$ cat src/rtl/boot_loader_if.sv
// Host word stream, memory MI/RI write port and status lines of the boot loader.
// The loader uses the slave modport; the host/memory side uses master.
interface boot_loader_if #(parameter int WIDTH = 16) ();
    logic             start;
    logic             rx_valid;
    logic [WIDTH-1:0] rx_data;
    logic             rx_ready;
    logic             mem_MI;
    logic             mem_RI;
    logic [WIDTH-1:0] mem_write;
    logic             cpu_hold;
    logic             busy;
    logic             done;
    logic             err;

    modport slave (
        input  start, rx_valid, rx_data,
        output rx_ready, mem_MI, mem_RI, mem_write, cpu_hold, busy, done, err
    );

    modport master (
        output start, rx_valid, rx_data,
        input  rx_ready, mem_MI, mem_RI, mem_write, cpu_hold, busy, done, err
    );
endinterface

$ cat src/rtl/boot_loader.sv
// Framed program loader: {addr, len, data...} stream -> memory MI/RI write port.
// Optional trailing checksum word when BOOT_LOADER_CHECKSUM_EN is defined.
module boot_loader #(
    parameter int WIDTH = 16
) (
    input  logic         clk,
    input  logic         reset,
    boot_loader_if.slave bus
);
    typedef enum logic [2:0] {
        IDLE, GET_ADDR, GET_LEN, WAIT_DATA, SET_MAR, WRITE,
`ifdef BOOT_LOADER_CHECKSUM_EN
        GET_SUM,
`endif
        DONE
    } state_t;

`ifdef BOOT_LOADER_CHECKSUM_EN
    localparam state_t LAST = GET_SUM;
`else
    localparam state_t LAST = DONE;
`endif

    state_t           state, state_nx;
    logic [WIDTH-1:0] addr, count, data;
    logic             err_q;
    logic             rx_ready, mem_mi, mem_ri, cpu_hold, busy, done;
    logic [WIDTH-1:0] mem_write;
    logic             xfer;

    assign xfer = bus.rx_valid & rx_ready;

    // All outputs decode registered state only; rx_valid steers next state alone.
    always_comb begin
        state_nx  = state;
        rx_ready  = 1'b0;
        mem_mi    = 1'b0;
        mem_ri    = 1'b0;
        mem_write = '0;
        cpu_hold  = 1'b1;
        busy      = 1'b1;
        done      = 1'b0;
        case (state)
            IDLE: begin
                busy = 1'b0;
                if (bus.start) state_nx = GET_ADDR;
            end
            GET_ADDR: begin
                rx_ready = 1'b1;
                if (bus.rx_valid) state_nx = GET_LEN;
            end
            GET_LEN: begin
                rx_ready = 1'b1;
                if (bus.rx_valid) state_nx = (bus.rx_data == '0) ? LAST : WAIT_DATA;
            end
            WAIT_DATA: begin
                rx_ready = 1'b1;
                if (bus.rx_valid) state_nx = SET_MAR;
            end
            SET_MAR: begin
                mem_mi    = 1'b1;
                mem_write = addr;
                state_nx  = WRITE;
            end
            WRITE: begin
                mem_ri    = 1'b1;
                mem_write = data;
                state_nx  = (count == WIDTH'(1)) ? LAST : WAIT_DATA;
            end
`ifdef BOOT_LOADER_CHECKSUM_EN
            GET_SUM: begin
                rx_ready = 1'b1;
                if (bus.rx_valid) state_nx = DONE;
            end
`endif
            DONE: begin
                busy     = 1'b0;
                done     = ~err_q;
                cpu_hold = err_q;
                if (bus.start) state_nx = GET_ADDR;
            end
            default: state_nx = IDLE;
        endcase
    end

    always_ff @(posedge clk) begin
        if (reset) begin
            state <= IDLE;
            addr  <= '0;
            count <= '0;
            data  <= '0;
        end else begin
            state <= state_nx;
            case (state)
                GET_ADDR:  if (xfer) addr  <= bus.rx_data;
                GET_LEN:   if (xfer) count <= bus.rx_data;
                WAIT_DATA: if (xfer) data  <= bus.rx_data;
                WRITE: begin
                    addr  <= addr + WIDTH'(1);
                    count <= count - WIDTH'(1);
                end
                default: ;
            endcase
        end
    end

`ifdef BOOT_LOADER_CHECKSUM_EN
    logic [WIDTH-1:0] sum;

    // Running sum of every frame word; the checksum word must bring it to zero.
    always_ff @(posedge clk) begin
        if (reset) begin
            sum   <= '0;
            err_q <= 1'b0;
        end else begin
            case (state)
                IDLE, DONE: if (bus.start) err_q <= 1'b0;
                GET_ADDR:   if (xfer) sum <= bus.rx_data;
                GET_LEN, WAIT_DATA: if (xfer) sum <= sum + bus.rx_data;
                GET_SUM:    if (xfer) err_q <= ((sum + bus.rx_data) != '0);
                default: ;
            endcase
        end
    end
`else
    assign err_q = 1'b0;
`endif

    assign bus.rx_ready  = rx_ready;
    assign bus.mem_MI    = mem_mi;
    assign bus.mem_RI    = mem_ri;
    assign bus.mem_write = mem_write;
    assign bus.cpu_hold  = cpu_hold;
    assign bus.busy      = busy;
    assign bus.done      = done;
    assign bus.err       = err_q;
endmodule

$ cat src/flat_wrapper.sv
// flat-port wrapper written by rule: the top's interface ports become plain ports
module boot_loader_flat 
#(
    parameter int WIDTH = 16
)
  (clk, reset, bus_start, bus_rx_valid, bus_rx_data, bus_rx_ready, bus_mem_MI, bus_mem_RI, bus_mem_write, bus_cpu_hold, bus_busy, bus_done, bus_err);
  boot_loader_if #(.WIDTH(WIDTH)) bus_i ();
  input  logic clk;
  input  logic reset;
  input wire logic [$bits(bus_i.start)-1:0] bus_start;
  input wire logic [$bits(bus_i.rx_valid)-1:0] bus_rx_valid;
  input wire logic [$bits(bus_i.rx_data)-1:0] bus_rx_data;
  output wire logic [$bits(bus_i.rx_ready)-1:0] bus_rx_ready;
  output wire logic [$bits(bus_i.mem_MI)-1:0] bus_mem_MI;
  output wire logic [$bits(bus_i.mem_RI)-1:0] bus_mem_RI;
  output wire logic [$bits(bus_i.mem_write)-1:0] bus_mem_write;
  output wire logic [$bits(bus_i.cpu_hold)-1:0] bus_cpu_hold;
  output wire logic [$bits(bus_i.busy)-1:0] bus_busy;
  output wire logic [$bits(bus_i.done)-1:0] bus_done;
  output wire logic [$bits(bus_i.err)-1:0] bus_err;
  assign bus_i.start = bus_start;
  assign bus_i.rx_valid = bus_rx_valid;
  assign bus_i.rx_data = bus_rx_data;
  assign bus_rx_ready = bus_i.rx_ready;
  assign bus_mem_MI = bus_i.mem_MI;
  assign bus_mem_RI = bus_i.mem_RI;
  assign bus_mem_write = bus_i.mem_write;
  assign bus_cpu_hold = bus_i.cpu_hold;
  assign bus_busy = bus_i.busy;
  assign bus_done = bus_i.done;
  assign bus_err = bus_i.err;
  boot_loader #(.WIDTH(WIDTH)) u_core (.clk(clk), .reset(reset), .bus(bus_i));
endmodule
$ cat config.mk
export PLATFORM = sky130hd
export DESIGN_NAME = boot_loader_flat
export DESIGN_NICKNAME = d
export VERILOG_FILES = /design/src/rtl/boot_loader_if.sv /design/src/rtl/boot_loader.sv /design/src/flat_wrapper.sv
export SDC_FILE = /design/constraint.sdc
export NUM_CORES = 1
export LEC_CHECK = 0
export BUFFER_PORTS_ARGS = -buffer_cell sky130_fd_sc_hd__buf_2
export CAP_MARGIN = 20
export CORE_ASPECT_RATIO = 0.5
export CORE_MARGIN = 4
export CORE_UTILIZATION = 35
export DETAILED_ROUTE_END_ITERATION = 8
export PLACE_DENSITY = 0.61
export SETUP_SLACK_MARGIN = 0.4
export SLEW_MARGIN = 40
export SYNTH_ARGS = -nofsm -noshare
export SYNTH_HDL_FRONTEND = slang
export SYNTH_SLANG_ARGS = --single-unit
$ cat constraint.sdc
create_clock -name clk -period 4 [get_ports clk]
set_input_delay 0.4 -clock clk [delete_from_list [all_inputs] [get_ports clk]]
set_output_delay 0.4 -clock clk [all_outputs]
set_load 0.02 [all_outputs]
==> run metrics <==
Die Y 75.7 um; number of distinct library cell variants in the gate-level netlist after synthesis 63; residual overflow from global routing 0; total via count after detailed routing 3202; Comb power frac 16.2%; # Max-Cap Violations 0; Post-Synthesis Net Count 447; final number of max-transition violations 0; Top Ports 43; crit path time final 2890 ps; Gate Count Post-Synth 424; remaining number of nets flagged by the antenna check after routing 0; master of the slowest instance on the critical path sky130_fd_sc_hd__dfxtp_1; CORE AREA between 8000 and 9000 um2; data arrival at the endpoint of the critical path 2490 ps; async set or reset register ratio after synthesis 0%; Area Overhead vs Synth 11.1%; Clock transition at path regs 70 ps; Setup Fix Bufs, Post-CTS 0; crit path max fanout 37; total routed wirelength 9330 um; sequence of cells on the critical path nand3b_4 -> inv_2 -> buf_2; hold bufs inserted after CTS 0; weighted congestion at the end of routability-driven global placement 0.905; starting utilization of the core area 36.4%; Iteration-0 DRC Markers 325; area share of the leading cell type in the synthesized netlist approximately a third; hold path depth 3; number of standard cells in the layout, taps in and fillers out 558; clk_skew 7.62 ps; first-pass GRT wire length 14900 um; result of the run completed; drt first pass iters 6; fraction of power spent switching nets 29.0%; count of synthesis-stage warnings from yosys 0; DR DRC count 0; type of element capturing the critical path output port; R2R depth 5; FF+latch count, synth 51; largest incremental delay on the critical path roughly 870 ps; ratio of final minimum period to clock period around 72%; Cell Pwr Density 327 nW/um2; unrepaired setup endpoints after global routing false; die boundary width 143 um; leak pwr 0.00128 uW; full die area 10900 um2; proportion of power drawn by flip-flops and latches 48.7%; post-DR wirelength/cell 16.7 um; maximum clock rate 0.346 GHz; Worst slew margin 43.9%; nature of the critical path startpoint register; Net count, final 465; leading cell type by number of instances after synthesis sky130_fd_sc_hd__nand2_1; Switching Power 339 uW; H-tree levels 2; largest cells by area after synthesis sky130_fd_sc_hd__dfxtp_1, sky130_fd_sc_hd__a21oi_1, sky130_fd_sc_hd__nand2_1, sky130_fd_sc_hd__mux2i_1, sky130_fd_sc_hd__nor2_1; input/output buffers 41; via count of the first global-routing pass 2783; global-route total usage across every layer between 10% and 20%; worst min path class in2reg; Fill cells 934; area after detailed placement between 3000 and 4000 um2; layout cells sized above 1 15.6%; routed vias/inst 5.74; IR drop worst, VDD 162 uV; Final setup violation count 0; Clk Latency, worst-skew pair 290 ps; clock sink count 51; Synth area leader sky130_fd_sc_hd__dfxtp_1; Avg Cell Area, Syn 7.58 um2; antenna diode count 0; post-DP HPWL 6350 um; clk root buf sky130_fd_sc_hd__clkbuf_16; Commonest cells post-synth sky130_fd_sc_hd__nand2_1, sky130_fd_sc_hd__dfxtp_1, sky130_fd_sc_hd__a21oi_1, sky130_fd_sc_hd__nor2_1, sky130_fd_sc_hd__o21ai_0; DP Cell Count between 500 and 600; row cnt 24; Clock Tree Buf Depth 2; TritonCTS clock tree done; EDFF count, synth 0; Hold Vio Cnt, Final 0; pin count of the biggest net entering global routing 61; required time of the critical path between 3000 and 4000 ps; kind of critical path reg2out; Final Cell Area 3570 um2; Total Neg Setup Slack 0 ps; Worst-Margin Slew 841 ps; relative contribution of the clock network to total power 35.2%; predominant post-synthesis flop cell sky130_fd_sc_hd__dfxtp_1; initial antenna violation count 0; cell internal pwr roughly 830 uW; Synth Cell Area 3210 um2; sequential fraction of the synthesis area 31.8%; cts bufs inserted 5; Resized Gates After CTS 0; core utilization of the finished layout 40.4%; total design power approximately 1200 uW
==> cells in the final DEF (no fill, tap or decap), types with 4 or more instances in the layout <==
master / n
sky130_fd_sc_hd__buf_2: 40
sky130_fd_sc_hd__nand2_1: 61
sky130_fd_sc_hd__o22ai_1: 4
sky130_fd_sc_hd__a32oi_1: 4
sky130_fd_sc_hd__inv_1: 7
sky130_fd_sc_hd__nand4_1: 5
sky130_fd_sc_hd__nor2_1: 42
sky130_fd_sc_hd__nor3_1: 11
sky130_fd_sc_hd__or3_1: 5
sky130_fd_sc_hd__buf_4: 5
sky130_fd_sc_hd__o21ai_0: 19
sky130_fd_sc_hd__a31oi_1: 8
sky130_fd_sc_hd__nand2b_1: 8
sky130_fd_sc_hd__dfxtp_1: 51
sky130_fd_sc_hd__clkbuf_16: 5
sky130_fd_sc_hd__mux2i_1: 17
sky130_fd_sc_hd__a21oi_1: 48
sky130_fd_sc_hd__o211ai_1: 4
sky130_fd_sc_hd__nand3_1: 17
sky130_fd_sc_hd__a22oi_1: 5
sky130_fd_sc_hd__nor4_1: 8
==> path summary, 6_finish.rpt <==
path	start	end	slack (ps)
max	u_core.state[0]	bus_mem_RI	1110
max reg2reg	u_core.state[0]	u_core.count[14]	1170
min reg2reg	u_core.data[8]	u_core.data[8]	450
min	bus_rx_data[0]	u_core.data[0]	380
==> routing by layer <==
metal / track usage [%] / vias to the layer above / wire length, um
li1: - / 1571 / -
met1: 24.8 / 1527 / 4600
met2: 27.3 / 93 / 4120
met3: 2.82 / 11 / 515
met4: 4.28 / 0 / 91
met5: 0 / - / 0
==> flip-flops by register name, summed over array words and instances (netlist names) <==
name          count
u_core.data      16
u_core.state      3
u_core.count     16
u_core.addr      16
==> stage by stage <==
stage / setup WS (ps) / hold slack (ps)
5_1_grt: 961 / 385
3_5_place_dp: 1230 / 447
6_report: 1110 / 382
4_1_cts: 1150 / 383
3_3_place_gp: 1300 / 441
2_1_floorplan: 2330 / 436
==> area by class of cell <==
cell class | instances | area (um2) | share of cell area (%)
multi-input combinational | 331 | 2010 | 56.2
tap | 117 | 146 | 4.10
inverter | 8 | 30.0 | 0.841
clock buffer | 6 | 129 | 3.61
sequential | 51 | 1020 | 28.6
timing repair buffer | 45 | 238 | 6.66
==> kinds of logic after synthesis <==
logic type / after synthesis / synth area share [%]
and+or+nand+nor: 192 / 32.4
DFF: 51 / 31.8
adders and majority gates: 3 / 1.17
buffers and inverters: 42 / 5.96
muxes: 17 / 5.30
xor gates and xnor gates: 3 / 0.818
other: 1 / 0.117
AOI/OAI and AO/OA: 115 / 22.4
==> worst max-delay path: cells and delay by family (launching register included) <==
kind                   cells  cell delay [ps]
buffers and inverters      2              810
flip-flops                 1              870
AND/OR/NAND/NOR            1              510
==> power groups by stage <==
| stage | Combinational, uW | Clock [uW] | Sequential (uW) |
|---|---|---|---|
| finish | 188 | 410 | 568 |
| CTS | 187 | 418 | 567 |
| global route | 207 | 437 | 572 |
| floorplan | 150 | 0 | 556 |
| detailed placement | 186 | 0 | 578 |
| global placement | 185 | 0 | 578 |
No activity file was read; power rests on OpenSTA's default activity.
